<file path="src/rtl/map_loader.sv">
// Copies the maze wall ROM rows into on-chip RAM, then reads every row back and checks it.
// 32 cycles from an accepted start to the one-cycle done pulse; start is ignored while busy.
module map_loader #(
    parameter logic [9:0] H_BASE = 10'h000,
    parameter logic [9:0] V_BASE = 10'h008,
    parameter int         H_ROWS = 8,
    parameter int         V_ROWS = 7
) (
    input  logic       clk,
    input  logic       rst,
    input  logic       start,
    output logic       busy,
    output logic       done,
    output logic       err,
    output logic [9:0] err_addr,
    output logic [3:0] h_addr,
    input  logic [6:0] h_data,
    output logic [3:0] v_addr,
    input  logic [7:0] v_data,
    output logic [9:0] mem_addr,
    output logic [7:0] mem_din,
    output logic       mem_we,
    input  logic [7:0] mem_dout
);

    localparam logic [4:0] H_LAST = 5'(H_ROWS - 1);
    localparam logic [4:0] V_LAST = 5'(V_ROWS - 1);
    localparam logic [4:0] K_LAST = 5'(H_ROWS + V_ROWS - 1);
    localparam logic [4:0] H_CNT  = 5'(H_ROWS);

    typedef enum logic [2:0] {
        IDLE,
        WR_H,
        WR_V,
        CHK,
        FIN
    } state_t;

    state_t     state;
    state_t     state_nxt;
    logic [4:0] idx;
    logic [4:0] v_idx;
    logic [7:0] chk_exp;
    logic [7:0] exp_q;
    logic [9:0] addr_q;
    logic       chk_vld_q;
    logic       mismatch;

    // State register.
    always_ff @(posedge clk) begin
        if (rst) begin
            state <= IDLE;
        end else begin
            state <= state_nxt;
        end
    end

    // Next-state logic.
    always_comb begin
        state_nxt = state;
        case (state)
            IDLE: if (start) state_nxt = WR_H;
            WR_H: if (idx == H_LAST) state_nxt = WR_V;
            WR_V: if (idx == V_LAST) state_nxt = CHK;
            CHK:  if (idx == K_LAST) state_nxt = FIN;
            FIN:  state_nxt = IDLE;
            default: state_nxt = IDLE;
        endcase
    end

    // Row index restarts at zero on every state entry and stays parked in IDLE.
    always_ff @(posedge clk) begin
        if (rst) begin
            idx <= '0;
        end else if (state_nxt != state || state == IDLE) begin
            idx <= '0;
        end else begin
            idx <= idx + 5'd1;
        end
    end

    assign v_idx = idx - H_CNT;

    // Output logic: ROM selects, RAM port and the expected byte for the verify pass.
    always_comb begin
        busy     = (state != IDLE);
        h_addr   = '0;
        v_addr   = '0;
        mem_addr = '0;
        mem_din  = '0;
        mem_we   = 1'b0;
        chk_exp  = '0;
        case (state)
            WR_H: begin
                h_addr   = idx[3:0];
                mem_addr = H_BASE + {5'd0, idx};
                mem_din  = {1'b0, h_data};
                mem_we   = 1'b1;
            end
            WR_V: begin
                v_addr   = idx[3:0];
                mem_addr = V_BASE + {5'd0, idx};
                mem_din  = v_data;
                mem_we   = 1'b1;
            end
            CHK: begin
                if (idx < H_CNT) begin
                    h_addr   = idx[3:0];
                    mem_addr = H_BASE + {5'd0, idx};
                    chk_exp  = {1'b0, h_data};
                end else begin
                    v_addr   = v_idx[3:0];
                    mem_addr = V_BASE + {5'd0, v_idx};
                    chk_exp  = v_data;
                end
            end
            default: ;
        endcase
    end

    // RAM read data lags the address by a cycle, so the expectation is delayed to match.
    always_ff @(posedge clk) begin
        if (rst) begin
            chk_vld_q <= 1'b0;
            exp_q     <= '0;
            addr_q    <= '0;
        end else begin
            chk_vld_q <= (state == CHK);
            exp_q     <= chk_exp;
            addr_q    <= mem_addr;
        end
    end

    assign mismatch = chk_vld_q && (mem_dout != exp_q);

    // Only the first failing address is kept; a new load clears the record.
    always_ff @(posedge clk) begin
        if (rst) begin
            err      <= 1'b0;
            err_addr <= '0;
        end else if (state == IDLE && start) begin
            err      <= 1'b0;
            err_addr <= '0;
        end else if (mismatch && !err) begin
            err      <= 1'b1;
            err_addr <= addr_q;
        end
    end

    always_ff @(posedge clk) begin
        if (rst) begin
            done <= 1'b0;
        end else begin
            done <= (state == FIN);
        end
    end

endmodule

</file>
<file path="config.mk">
export PLATFORM = sky130hd
export DESIGN_NAME = map_loader
export DESIGN_NICKNAME = d
export VERILOG_FILES = /design/src/rtl/map_loader.sv
export SDC_FILE = /design/constraint.sdc
export NUM_CORES = 1
export LEC_CHECK = 0
export BUFFER_PORTS_ARGS = -buffer_cell sky130_fd_sc_hd__buf_2
export CORE_ASPECT_RATIO = 0.7
export CORE_MARGIN = 2
export CORE_UTILIZATION = 25
export CTS_CLUSTER_SIZE = 28
export DETAILED_ROUTE_END_ITERATION = 16
export GPL_TIMING_DRIVEN = 0
export PLACE_DENSITY = 0.53
export SLEW_MARGIN = 10
export SYNTH_ARGS = -nofsm -noshare
export SYNTH_HDL_FRONTEND = slang
export SYNTH_SLANG_ARGS = --single-unit
</file>
<file path="constraint.sdc">
create_clock -name clk -period 2 [get_ports clk]
set_input_delay 0.4 -clock clk [delete_from_list [all_inputs] [get_ports clk]]
set_output_delay 0.4 -clock clk [all_outputs]
set_load 0.01 [all_outputs]
</file>
## Yosys cells after proc, flatten, opt, wreduce, memory -nomap -nowiden

Cells that the tools add are included.

- Input port bits: 26
- Word-level logic and storage cells: 50
- Register bits after elaboration: 39
- Output and inout port bits: 40

- Order comparisons: 1
- Bitwise gates (word level): 1
- Add/sub/neg operators: 4
- Equal/unequal tests: 9
- Mux-type cells: 14
- Reductions and logical operators: 12

Operator list:

| kind | number |
|---|---|
| case mux 6 bit (3 select lines) | 1 |
| case mux 4 bit (2 select lines) | 2 |
| case mux 8 bit (2 select lines) | 1 |
| adder 4 x 5 -> 6 bit, first input constant | 2 |
| two-way mux 3 bit | 4 |
| case mux 3 bit (4 select lines) | 1 |
| == test 5 x 3 -> 1 bit, second input constant | 2 |
| two-way mux 4 bit | 2 |
| inequality test 8 bit | 1 |
| OR reduction 2 bit | 4 |
| two-way mux 7 bit | 1 |
| == test 3 x 2 -> 1 bit, second input constant | 2 |
| two-way mux 6 bit | 1 |
| adder 5 x 1 -> 5 bit, second input constant | 1 |
| == test 5 x 4 -> 1 bit, second input constant | 1 |
| less-than comparator 5 x 4 -> 1 bit, second input constant | 1 |
| subtractor 5 x 4 -> 5 bit, second input constant | 1 |
| == test 3 x 1 -> 1 bit, second input constant | 1 |
| == test 3 bit, second input constant | 1 |
| logical AND 1 bit | 3 |
| zero test 3 bit | 1 |
| inequality test 3 bit | 1 |
| nonzero test 3 bit | 1 |
| OR reduction 3 bit | 1 |
| other kinds (4) | 4 |

## Depth between registers and ports, before layout

- Word-level depth: 6
- Gate-level depth with buffers: 7
- Depth with buffers taken out: 6

## Worst setup path before layout

OpenSTA, ideal clock, no wires.

- Path type: flip-flop to output port
- Start point: register idx[3]
- End point: output port mem_addr[4]
- Setup slack: 0.230 ns
- Arrival: 1.370 ns
- Data required time: 1.600 ns
- Path buffers: 1
- Stages on the path, launching flop included: 8
- Cells stage by stage: dfxtp_1 > buf_2 > inv_1 > ha_1 > nor2b_1 > o21ai_0 > a32oi_1 > nor2_1

- Word-level cells in the longest chain between the ends: 4
- Elaborated cells on any way between the ends: 6
- Classes of those cells: add/sub (3); order compare (1); mux (2)

RTL lines:

| what | line | source |
|---|---|---|
| start, declared | 41 | `logic [4:0] idx;` |
| start signal, assigned | 78 | `idx <= idx + 5'd1;` |
| subtractor 5 x 4 -> 5 bit | 82 | `assign v_idx = idx - H_CNT;` |
| adder 4 x 5 -> 6 bit | 113 | `mem_addr = V_BASE + {5'd0, v_idx};` |
| two-way mux 6 bit | 107 | `if (idx < H_CNT) begin` |
| case mux 6 bit (3 select lines) * | 93 | `case (state)` |
| end, declared | 20 | `output logic [9:0] mem_addr,` |

Every way passes the cells marked *; elsewhere a longest branch is shown, timed or not.

## Final worst setup path

Same ends and word-level chain as after synthesis.

==> flow_metrics.tcl <==
set metrics [dict create \
    critPathLaunchType "flip-flop" \
    yosysSeqAreaShare_pct 36.1 \
    synthDistinctLibCells 40 \
    violations "negative setup slack" \
    synth_area_per_cell_um2 8.82 \
    period_share_pct 100 \
    design.portCount 66 \
    core_um2 6690 \
    switchingPower_mw 0.316 \
    placed_cell_area_um2 2140 \
    wl_per_cell_um 12.3 \
    worstHoldPathType "input pin to flip-flop" \
    final-hold-violation-count 0 \
    wl_um 4530 \
    grt_pass1_wl_um 6900 \
    drive_gt1_share_pct 42.0 \
    grt_usage_pct 11.9 \
    cts-root-buf "clkbuf_8" \
    clkTransAtPathRegs_ns 0.07 \
    dpl.hpwl_um 3280 \
    ys_ff_latch 31 \
    grt_pass1_vias 1493 \
    power.share.clock_pct 39.2 \
    setup-violations-final 1 \
    multiInputGateArea_um2 1050 \
    peakVddDrop_uv 234 \
    antenna_found_initial 0 \
    fmax_mhz 498 \
    seq_area_um2 629 \
    gp_congestion 0.776 \
    intPower_mw 0.956 \
    maxCapViolations 0 \
    nFillCells 713 \
    detail-route-antenna-nets 0 \
    power_leakage_nw 1.17 \
    async_flop_share_pct 0 \
    area_delta_synth_final_pct 40.7 \
    mostFrequentLayoutCells "buf_2 (61), dfxtp_1 (28), nor2_1 (22)" \
    worst-setup-path-type "flip-flop to primary output" \
    grt_start_max_net_pins 11 \
    cts_tree "yes" \
    row_count 25 \
    drc_errors 0 \
    synth_ff_type "dfxtp_1" \
    synth_area_um2 1720 \
    outcome "complete, but fails checks" \
    final_area_um2 2420 \
    combPwrFrac_pct 12.0 \
    crit_required_ns 1.60 \
    initial_core_util_pct 25.7 \
    final.min_clock_period_ns 2.01 \
    finalSetupTns_ns -0.00634 \
    swShare_pct 24.9 \
    die_w_um 103 \
    powerDensity_nw_per_um2 525 \
    insertion_delay_ns 0.28 \
    critPathMaxFanout 4 \
    vias_per_cell 4.23 \
    worstPathArrival_ns 1.61 \
    setup_slack_ns -0.00634 \
    layout_commonest_cell "buf_2" \
    drtPass1Iterations 4 \
    drt_iter0_markers 47 \
    seqPwrFrac_pct 48.8 \
    port_buffers 56 \
    clock_sinks 31 \
    routed-via-count 1556 \
    finalClockSkew_ns 0.00602 \
    dieArea_um2 7570 \
    rsz0062_at_grt "yes" \
    nets 306 \
    htree_levels 2 \
    fin_hold_ws_ns 0.379 \
    yosysWarnings 0 \
    finalMaxSlewViolations 0 \
    netlist_instances 195 \
    grt_overflow 0 \
    critPathCaptureType "primary output" \
    synth-edff-count 0 \
    clockBufferDepth 2 \
    n_antenna_cell 0 \
    die_y_um 73.4 \
    cts_inserted_buffers 5 \
]
per-layer routing:
metal,wire length (um),part of all wire (%),vias to the layer above,global-route usage [%]
met4,39,0.86,0,5.41
met5,0,0,-,0
met3,265,5.8,5,4.09
met2,2170,48,31,17.8
met1,2060,45,724,15.4
li1,-,-,796,-
cell type report:
type / instances / share of cell area (%)
multi-input combinational: 145 / 43.5
sequential: 31 / 26.0
timing repair buffer: 66 / 14.6
buffer: 19 / 5.89
tap: 94 / 4.86
clock buffer: 6 / 3.41
inverter: 6 / 1.50
clock inverter: 1 / 0.207
kinds of logic after synthesis:
group | after synthesis | share of synthesized area [%]
buf+inv | 26 | 8.29
other cells | 1 | 0.218
simple gates | 82 | 26.6
xor+xnor | 11 | 5.60
compound gates | 24 | 10.7
fa+ha+maj | 6 | 4.36
flops | 31 | 36.1
mux | 14 | 8.15
sequential cells by signal (all words and copies together) (netlist names):
name and cells:
addr_q 6, err_addr 6, exp_q 8, err 1
chk_vld_q 1, done 1, idx 5, state 3
cells in the mapped netlist, types with 2 or more instances:
cell type,n,area (um^2)
dfxtp_1,31,621
nor2_1,22,82.6
nand2_1,17,63.8
mux2i_1,14,140
and2_1,11,68.8
buf_2,9,45.0
buf_4,9,67.6
xor2_1,9,78.8
a22oi_1,7,52.6
nor3_1,7,35.0
ha_1,6,75.1
inv_1,6,22.5
nor2b_1,6,37.5
a21oi_1,3,15.0
nor4_1,3,18.8
o21ai_0,3,15.0
a21boi_1,2,15.0
clkbuf_1,2,7.51
nand2b_1,2,12.5
nand3_1,2,10.0
nand4bb_1,2,22.5
nor3b_1,2,15.0
nor4_4,2,42.5
xnor2_1,2,17.5
stage by stage:
| stage | util (%) | power (mW) | setup slack (ns) | instances |
|---|---|---|---|---|
| after floorplan | - | 0.723 | 0.230 | 202 |
| after global routing | 36.1 | 1.33 | -0.0446 | 368 |
| after CTS | 35.0 | 1.28 | -0.0307 | 365 |
| after global placement | 32.0 | 0.777 | -0.156 | 352 |
| final | 36.1 | 1.27 | -0.00634 | 368 |
| after detailed placement | 32.0 | 0.778 | -0.181 | 352 |
what timing repair did:
| action | in CTS | in global routing |
|---|---|---|
| gates resized for setup | 20 | 23 |
| pin swaps | 2 | 7 |
| hold buffers | 0 | 0 |
| setup buffers | 6 | 3 |
| endpoints found under the setup margin | 18 | 13 |
| gates cloned | 0 | 1 |
critical path, cell delays in order, from the launching register on:
cell	delay (ns)
dfxtp_4	0.39
inv_8	0.05
ha_4	0.26
nand4bb_1	0.13
o21ai_2	0.07
a32oi_2	0.22
nor2_1	0.07
buf_2	0.14
final timing paths:
path	startpoint	endpoint	slack, ns	cells past startpoint
hold / removal	h_data[3]	exp_q[3]$_SDFF_PP0_	0.38	3
setup reg to reg	idx[0]$_SDFF_PP0_	idx[4]$_SDFF_PP0_	0.54	6
setup / recovery	idx[3]$_SDFF_PP0_	mem_addr[4]	-0.006	7
hold reg to reg	addr_q[3]$_SDFF_PP0_	err_addr[3]$_SDFFE_PP0P_	0.44	2
power by group through the flow:
stage / combinational [mW] / sequential (mW) / clock (mW)
6_report: 0.153 / 0.621 / 0.498
5_1_grt: 0.169 / 0.621 / 0.541
4_1_cts: 0.144 / 0.622 / 0.511
3_5_place_dp: 0.142 / 0.637 / 0
3_3_place_gp: 0.140 / 0.637 / 0
2_1_floorplan: 0.0870 / 0.636 / 0
No activity file was read; power rests on OpenSTA's default activity.
